`src/rtl/rv32_fetch_queue.sv`:
```
// rtl/rv32_fetch_queue.sv - RV32 instruction prefetch queue with in-flight tracking and redirect flush
module rv32_fetch_queue #(
    parameter int          DEPTH    = 4,
    parameter logic [31:0] RESET_PC = 32'h0000_0000
) (
    input  logic        clk_i,
    input  logic        rst_i,
    output logic        imem_req_o,
    output logic [31:0] imem_addr_o,
    input  logic        imem_gnt_i,
    input  logic        imem_rvalid_i,
    input  logic [31:0] imem_rdata_i,
    output logic        instr_valid_o,
    output logic [31:0] instr_data_o,
    output logic [31:0] instr_pc_o,
    input  logic        instr_ready_i,
    input  logic        redirect_i,
    input  logic [31:0] redirect_pc_i
);
    localparam int          CW  = $clog2(DEPTH + 1);
    localparam int          PW  = $clog2(DEPTH);
    localparam logic [CW:0] CAP = (CW + 1)'(DEPTH);
    localparam logic [31:0] NOP = 32'h0000_0013;

    logic [31:0]   pc_q, pc_d;
    logic [31:0]   push_pc_q, push_pc_d;
    logic [CW-1:0] count_q, count_d;
    logic [CW-1:0] outst_q, outst_d;
    logic [CW-1:0] discard_q, discard_d;
    logic [PW-1:0] head_q, head_d;
    logic [PW-1:0] tail_q, tail_d;
    logic [31:0]   data_q [DEPTH];
    logic [31:0]   data_d [DEPTH];
    logic [31:0]   epc_q  [DEPTH];
    logic [31:0]   epc_d  [DEPTH];

    logic        grant, resp, push, pop, head_valid;
    logic [31:0] redir_pc;
    logic        unused_redir_bits;

    function automatic logic [PW-1:0] wrap_inc(input logic [PW-1:0] p);
        return (p == PW'(DEPTH - 1)) ? '0 : p + 1'b1;
    endfunction

    assign redir_pc          = {redirect_pc_i[31:2], 2'b00};
    assign unused_redir_bits = ^redirect_pc_i[1:0];

    // Credits cover both buffered words and words still in flight, so a push never finds the FIFO full.
    assign imem_req_o  = !rst_i && !redirect_i && (({1'b0, count_q} + {1'b0, outst_q}) < CAP);
    assign imem_addr_o = pc_q;

    assign grant      = imem_req_o && imem_gnt_i;
    assign resp       = imem_rvalid_i && (outst_q != '0);
    assign push       = resp && (discard_q == '0) && !redirect_i;
    assign head_valid = (count_q != '0);
    assign pop        = head_valid && instr_ready_i && !redirect_i;

    assign instr_valid_o = head_valid;
    assign instr_data_o  = head_valid ? data_q[head_q] : NOP;
    assign instr_pc_o    = head_valid ? epc_q[head_q] : 32'h0;

    always_comb begin
        pc_d      = pc_q;
        push_pc_d = push_pc_q;
        head_d    = head_q;
        tail_d    = tail_q;
        data_d    = data_q;
        epc_d     = epc_q;
        discard_d = discard_q;
        outst_d   = outst_q + CW'(grant) - CW'(resp);
        count_d   = count_q + CW'(push) - CW'(pop);

        if (grant) begin
            pc_d = pc_q + 32'd4;
        end
        if (resp && (discard_q != '0)) begin
            discard_d = discard_q - 1'b1;
        end
        if (push) begin
            data_d[tail_q] = imem_rdata_i;
            epc_d[tail_q]  = push_pc_q;
            tail_d         = wrap_inc(tail_q);
            push_pc_d      = push_pc_q + 32'd4;
        end
        if (pop) begin
            head_d = wrap_inc(head_q);
        end
        // Everything still in flight after this cycle belongs to the old stream.
        if (redirect_i) begin
            pc_d      = redir_pc;
            push_pc_d = redir_pc;
            count_d   = '0;
            head_d    = '0;
            tail_d    = '0;
            discard_d = outst_q - CW'(resp);
        end
    end

    always_ff @(posedge clk_i) begin
        if (rst_i) begin
            pc_q      <= RESET_PC;
            push_pc_q <= RESET_PC;
            count_q   <= '0;
            outst_q   <= '0;
            discard_q <= '0;
            head_q    <= '0;
            tail_q    <= '0;
        end else begin
            pc_q      <= pc_d;
            push_pc_q <= push_pc_d;
            count_q   <= count_d;
            outst_q   <= outst_d;
            discard_q <= discard_d;
            head_q    <= head_d;
            tail_q    <= tail_d;
        end
    end

    always_ff @(posedge clk_i) begin
        data_q <= data_d;
        epc_q  <= epc_d;
    end
endmodule

```
`config.mk`:
```
export PLATFORM = sky130hd
export DESIGN_NAME = rv32_fetch_queue
export DESIGN_NICKNAME = d
export VERILOG_FILES = /design/src/rtl/rv32_fetch_queue.sv
export SDC_FILE = /design/constraint.sdc
export NUM_CORES = 1
export LEC_CHECK = 0
export BUFFER_PORTS_ARGS = -buffer_cell sky130_fd_sc_hd__buf_2
export CORE_ASPECT_RATIO = 0.5
export CORE_MARGIN = 2
export CORE_UTILIZATION = 58
export CTS_CLUSTER_SIZE = 40
export DETAILED_ROUTE_END_ITERATION = 8
export PLACE_DENSITY_LB_ADDON = 0.25
export SLEW_MARGIN = 10
export SYNTH_ARGS = -nofsm -noshare
export SYNTH_HDL_FRONTEND = slang
export SYNTH_SLANG_ARGS = --single-unit
export TNS_END_PERCENT = 10
```
`constraint.sdc`:
```
create_clock -name clk_i -period 3.6 [get_ports clk_i]
set_input_delay 0.54 -clock clk_i [delete_from_list [all_inputs] [get_ports clk_i]]
set_output_delay 0.54 -clock clk_i [all_outputs]
set_load 0.03 [all_outputs]
```
==> out/metrics.cfg, run 1 <==
[clock_tree]
root_buffer = clkbuf_16
cts_resized = 0
cts.sinks = 321
cts_tree = built
clk_latency_ns = 0.55
path_clk_slew_ns = 0.07
cts_buffers = 28
cts_hold_buf = 0
cts_setup_buffers = 0
cts_max_level = 1
clockBufferDepth = 3

[place]
dp.cells = 1357
dp_hpwl_um = 17740
place_area_sq_um = 14680
place_congestion = 0.8626
place_ws_ns = 0.6374
port-buffer-count = 161

[logic_synthesis]
syn_area_per_cell_sq_um = 14.63
synth_flop_cell = edfxtp_1
syn_inst = 923
synth.ff_latch_count = 321
synth_edf_count = 248
ys_async_sr_fraction = 0
ys_seq_area_frac = 0.6595
yosys_warnings = 0
ys_types = 55
synthesis.area_sq_um = 13510

[hold_path]
min_path_cells = 1
hold-path-endpoint = data_q[0]
min_path_type = in -> reg
hp-start = imem_rdata_i[0]

[critical_path]
rrSetupSlack_ns = 0.74
cp-start-kind = flip-flop
path_cells = nor3_1 > inv_1 > buf_4 > and2_1 > buf_2
required_ns = 3.06
arrival_ns = 2.59
slowest_delay_ns = 0.70
worstPathMaxFanout = 61
critPathCaptureType = output port
crit_family = simple AND/OR/NAND/NOR gates
cp_num_cells = 5
r2r-start = count_q[1]
crit_path_top_delay_cell = nor3_1
critPathBufInv = 3
r2r_cells = 12
r2r_end = count_q[2]
crit_type = reg -> out

[grt]
grt_max_degree = 62
grtUsageMet1 = 0.3446
grt_pass1_wl_um = 44620
track_usage = 0.2364
overflow = 0
met3_usage = 0.03907
grt_pass1_vias = 8283
grt.busiest_layer = met2
antenna_found_initial = 0
met2_usage = 0.3801

[floorplanning]
initial_core_util = 0.5915
rows = 39
core_sq_um = 22840
die-width_um = 219.8
die_area_sq_um = 24600
chipHeight_um = 111.9
ioPinCount = 168

[timing]
rsz0062_at_grt = no
drv_slew = 0
fin_crit_ns = 3.131
setup_violations = 0
worstMarginPinSlew_ns = 0.8613
clock_skew_ns = 0.02060
setup_ws_ns = 0.4685
period_share = 0.8699
slew_headroom = 0.4237
tns_ns = 0
final_hold_viol_count = 0
fmax_mhz = 319.3

[power]
powerDensity_nw_per_um2 = 523.4
leakagePower_nw = 5.461
vdd_drop_max_mv = 0.3116

[finish]
regArea_sq_um = 8914
final_cell_mix = edfxtp_1 (248), buf_2 (161), dfxtp_1 (71)
fin_util = 0.6822
multi_input_area_sq_um = 4280
layout_commonest_cell = edfxtp_1
area_growth_pct = 15.34
nNetsFinal = 1169
fillCellCount = 1606
layout-drive-gt1-share = 0.2688
fin_cells = 1409
finish.instance_area_sq_um = 15580

[drt]
wl_per_cell_um = 20.36
drc = 0
final_antenna_net_count = 0
num_vias = 8351
dr.pass1.iters = 5
wl_um = 28690
drt_iter0_drc = 677
routed_via_density = 5.927

[run_status]
status = complete, no violations

[run]
maxCapViolCount = 0

## worst reg2reg max path, stage by stage (launching register included)
cell and delay (ns):
dfxtp_1 0.37, nor3_1 0.70, inv_1 0.14, nand2_1 0.18, nor2_1 0.06, ha_1 0.30, inv_1 0.06, ha_1 0.13
inv_1 0.05, fa_1 0.38, xor2_1 0.19, xnor2_1 0.15, nor2_1 0.05
## area by class of cell
type | instances | share of cell area
Sequential cell | 321 | 0.5721
Multi-Input combinational cell | 524 | 0.2747
Timing Repair Buffer | 175 | 0.06328
Clock buffer | 36 | 0.04827
Tap cell | 307 | 0.02465
Clock inverter | 15 | 0.009557
Inverter | 30 | 0.007228
Antenna cell | 1 | 0.0001606
## sequential cells by signal (all words and copies together), names as in the netlist
| signal | count |
|---|---|
| head_q | 2 |
| discard_q | 3 |
| push_pc_q | 30 |
| epc_q | 120 |
| data_q | 128 |
| count_q | 3 |
| outst_q | 3 |
| tail_q | 2 |
| imem_addr_o | 30 |
## synthesized netlist by cell type, types with 3 or more instances
master | count | share of area
edfxtp_1 | 248 | 0.55
dfxtp_1 | 73 | 0.11
and2_1 | 62 | 0.029
mux4_2 | 62 | 0.10
nand2_1 | 54 | 0.015
nor2_1 | 48 | 0.013
clkbuf_1 | 34 | 0.0094
inv_1 | 29 | 0.0081
a21oi_1 | 28 | 0.010
nand3_1 | 27 | 0.010
o21ai_0 | 23 | 0.0085
a31oi_1 | 20 | 0.0093
nor3_1 | 19 | 0.0070
nand4_1 | 18 | 0.0083
ha_1 | 17 | 0.016
xnor2_1 | 17 | 0.011
or3_1 | 16 | 0.0074
a21boi_0 | 11 | 0.0061
and3_1 | 10 | 0.0046
xor2_1 | 9 | 0.0058
a211oi_1 | 8 | 0.0044
a311oi_1 | 8 | 0.0052
nor4_1 | 8 | 0.0037
o31a_1 | 8 | 0.0052
buf_2 | 7 | 0.0026
o211ai_1 | 6 | 0.0033
buf_1 | 5 | 0.0014
or2_2 | 5 | 0.0023
buf_4 | 4 | 0.0022
o21a_1 | 4 | 0.0022
mux2_2 | 3 | 0.0025
or4_1 | 3 | 0.0017
## power breakdown
part           internal (W)  switching [W]
Clock               0.00169        0.00129
Sequential          0.00417       0.000141
Combinational      0.000338       0.000521
## metal layers
layer / part of all wire / vias to the layer above
met1: 0.45 / 4161
met4: 0.017 / 0
met3: 0.065 / 42
met2: 0.47 / 288
met5: 0 / -
li1: - / 3860
## worst max-delay path by stage
stage                    start              to
floorplan           redirect_i     data_q[100]
global placement    redirect_i      outst_q[2]
detailed placement  redirect_i      outst_q[2]
CTS                 count_q[1]  instr_pc_o[20]
global route        count_q[1]   instr_pc_o[4]
finish              count_q[1]   instr_pc_o[6]
## cell families (layout without fill, tap and decap cells)
family                   Yosys count  after routing  share of synthesized area
AO/OA/AOI/OAI                    125            125                    0.06030
AND/OR/NAND/NOR                  285            285                     0.1137
other                              1              5                  0.0002776
flip-flops                       321            321                     0.6595
multiplexers                      65             65                     0.1059
adder cells (fa/ha/maj)           19             19                    0.01871
XOR/XNOR                          26             26                    0.01686
buffers and inverters             81            256                    0.02482
## per-stage QoR
step / total power [W] / hold slack (ns)
2_1_floorplan: 0.004956 / 0.4692
3_3_place_gp: 0.005212 / 0.4796
3_5_place_dp: 0.005251 / 0.5146
4_1_cts: 0.008219 / 0.1807
5_1_grt: 0.008460 / 0.1950
6_report: 0.008154 / 0.2025
Note: power is estimated with default switching activity, not from simulation.
==> run 2: changes to the inputs <==
--- a/config.mk
+++ b/config.mk
@@ -6,7 +6,6 @@
 export NUM_CORES = 1
 export LEC_CHECK = 0
 export BUFFER_PORTS_ARGS = -buffer_cell sky130_fd_sc_hd__buf_2
-export CORE_ASPECT_RATIO = 0.5
 export CORE_MARGIN = 2
 export CORE_UTILIZATION = 58
 export CTS_CLUSTER_SIZE = 40
==> out/metrics.cfg, run 2 (synthesis gave the netlist of run 1 again) <==
[run_status]
status = complete, no violations

[finish]
top_regs = data_q x128, epc_q x120
layout-drive-gt1-share = 0.2739  ; +0.005027
fin_util = 0.6906  ; +0.008407
layout_commonest_cell = edfxtp_1
nNetsFinal = 1176  ; +0.60%
final_cell_mix = edfxtp_1 (248), buf_2 (161), dfxtp_1 (71)
area_growth_pct = 16.46
largest_reg_flops = 128  ; unchanged
regMostFlops = data_q
fillCellCount = 1555  ; -3.2%
fin_cells = 1424  ; +1.1%

[critical_path]
slowest_delay_ns = 0.70  ; about the same
required_ns = 3.06  ; about the same
critPathCaptureType = output port
crit_type = reg -> out
worstPathMaxFanout = 26  ; -57%
arrival_ns = 2.45  ; -0.14 ns
crit_path_top_delay_cell = dfxtp_4
path_cells = buf_4 > mux4_2 > and2_1 > buf_2
cp-start-kind = flip-flop

[clock_tree]
cts_buffers = 34  ; +21%
cts_setup_buffers = 0  ; unchanged
cts.sinks = 321  ; unchanged
path_clk_slew_ns = 0.06  ; about the same
cts_resized = 0  ; unchanged
cts_max_level = 2  ; +1
clk_latency_ns = 0.51  ; -0.04 ns
cts_hold_buf = 0  ; unchanged
root_buffer = clkbuf_16
clockBufferDepth = 3  ; unchanged
cts_tree = built

[drt]
num_vias = 8360  ; +0.11%
wl_per_cell_um = 19.82  ; -2.6%
drt_iter0_drc = 742  ; +9.6%
dr.pass1.iters = 5  ; unchanged
routed_via_density = 5.871  ; -0.95%
wl_um = 28230  ; -1.6%
final_antenna_net_count = 0  ; unchanged
drc = 0  ; unchanged

[floorplanning]
chipHeight_um = 156.6  ; +40%
ioPinCount = 168  ; unchanged
die-width_um = 156.6  ; -29%
rows = 55  ; +41%
core_sq_um = 22780  ; -0.26%
die_area_sq_um = 24530  ; -0.30%
initial_core_util = 0.5930  ; +0.001527

[timing]
worstMarginPinSlew_ns = 0.7900  ; -0.07129 ns
fmax_mhz = 334.6  ; +4.8%
rsz0062_at_grt = no
tns_ns = 0  ; unchanged
setup_violations = 0  ; unchanged
slew_headroom = 0.4714  ; +0.04770
fin_hold_ws_ns = 0.2508  ; +0.04830 ns
clock_skew_ns = 0.01914  ; -0.001459 ns
drv_slew = 0  ; unchanged
final_hold_viol_count = 0  ; unchanged
fin_crit_ns = 2.988  ; -0.1430 ns
period_share = 0.8301  ; -0.03973

[grt]
antenna_found_initial = 2  ; +2
track_usage = 0.2351  ; -0.001294
grt_pass1_vias = 8145  ; -1.7%
grt_max_degree = 62  ; unchanged
grt_pass1_wl_um = 44490  ; -0.29%
overflow = 0  ; unchanged

[place]
dp_hpwl_um = 17590  ; -0.86%
dp.cells = 1364  ; +0.52%
port-buffer-count = 161  ; unchanged
place_congestion = 0.8570  ; -0.65%

[hold_path]
min_path_type = in -> reg

[power]
powerDensity_nw_per_um2 = 535.3  ; +2.3%
vdd_drop_max_mv = 0.2804  ; -10%
leakagePower_nw = 5.535  ; +1.3%
finalPower_w = 0.008420  ; +3.3%

[run]
maxCapViolCount = 0  ; unchanged

[run 2: worst max-delay path, delay by kind of cell, from the launching register on]
kind,cells,cell delay (ns)
buf+inv,2,0.53
flops,1,0.70
simple gates,1,0.19
mux,1,0.52
[run 2: power by group]
group	internal, W	switching [W]	total (W)
Combinational	0.000336	0.000515	0.000851
Sequential	0.00418	0.000134	0.00431
Clock	0.00193	0.00133	0.00326
Total	0.00644	0.00198	0.00842
[run 2: final cells by class]
type                            instances  area (sq um)  area share
Timing Repair Buffer                  176         993.5     0.06315
Multi-Input combinational cell        524          4280      0.2721
Antenna cell                            1         2.502   0.0001591
Sequential cell                       321          8914      0.5666
Tap cell                              313         391.6     0.02489
Clock inverter                         13         120.1    0.007635
Inverter                               30         112.6    0.007158
Clock buffer                           46         917.1     0.05830
[run 2: path summary, 6_finish.rpt]
kind | from | endpoint | slack, ns | cells after the start
max | head_q[0] | instr_pc_o[25] | 0.61 | 4
min | imem_rdata_i[0] | data_q[0] | 0.25 | 1
max reg2reg | outst_q[2] | outst_q[2] | 0.78 | 13
min reg2reg | tail_q[1] | tail_q[1] | 0.51 | 2
[run 2: stage by stage]
step	worst slack (ns)	instance area [sq um]
3_3_place_gp	0.8143	14690
3_5_place_dp	0.7803	14690
4_1_cts	0.5284	15730
6_report	0.6116	15730
2_1_floorplan	0.5263	13520
5_1_grt	0.4341	15730
[run 2: routing by layer]
layer	vias up	wire length, um	global-route usage
met5	-	12	0
met4	2	478	0.06116
met3	43	1778	0.04348
met2	290	13640	0.3856
met1	4163	12320	0.3292
li1	3862	-	-
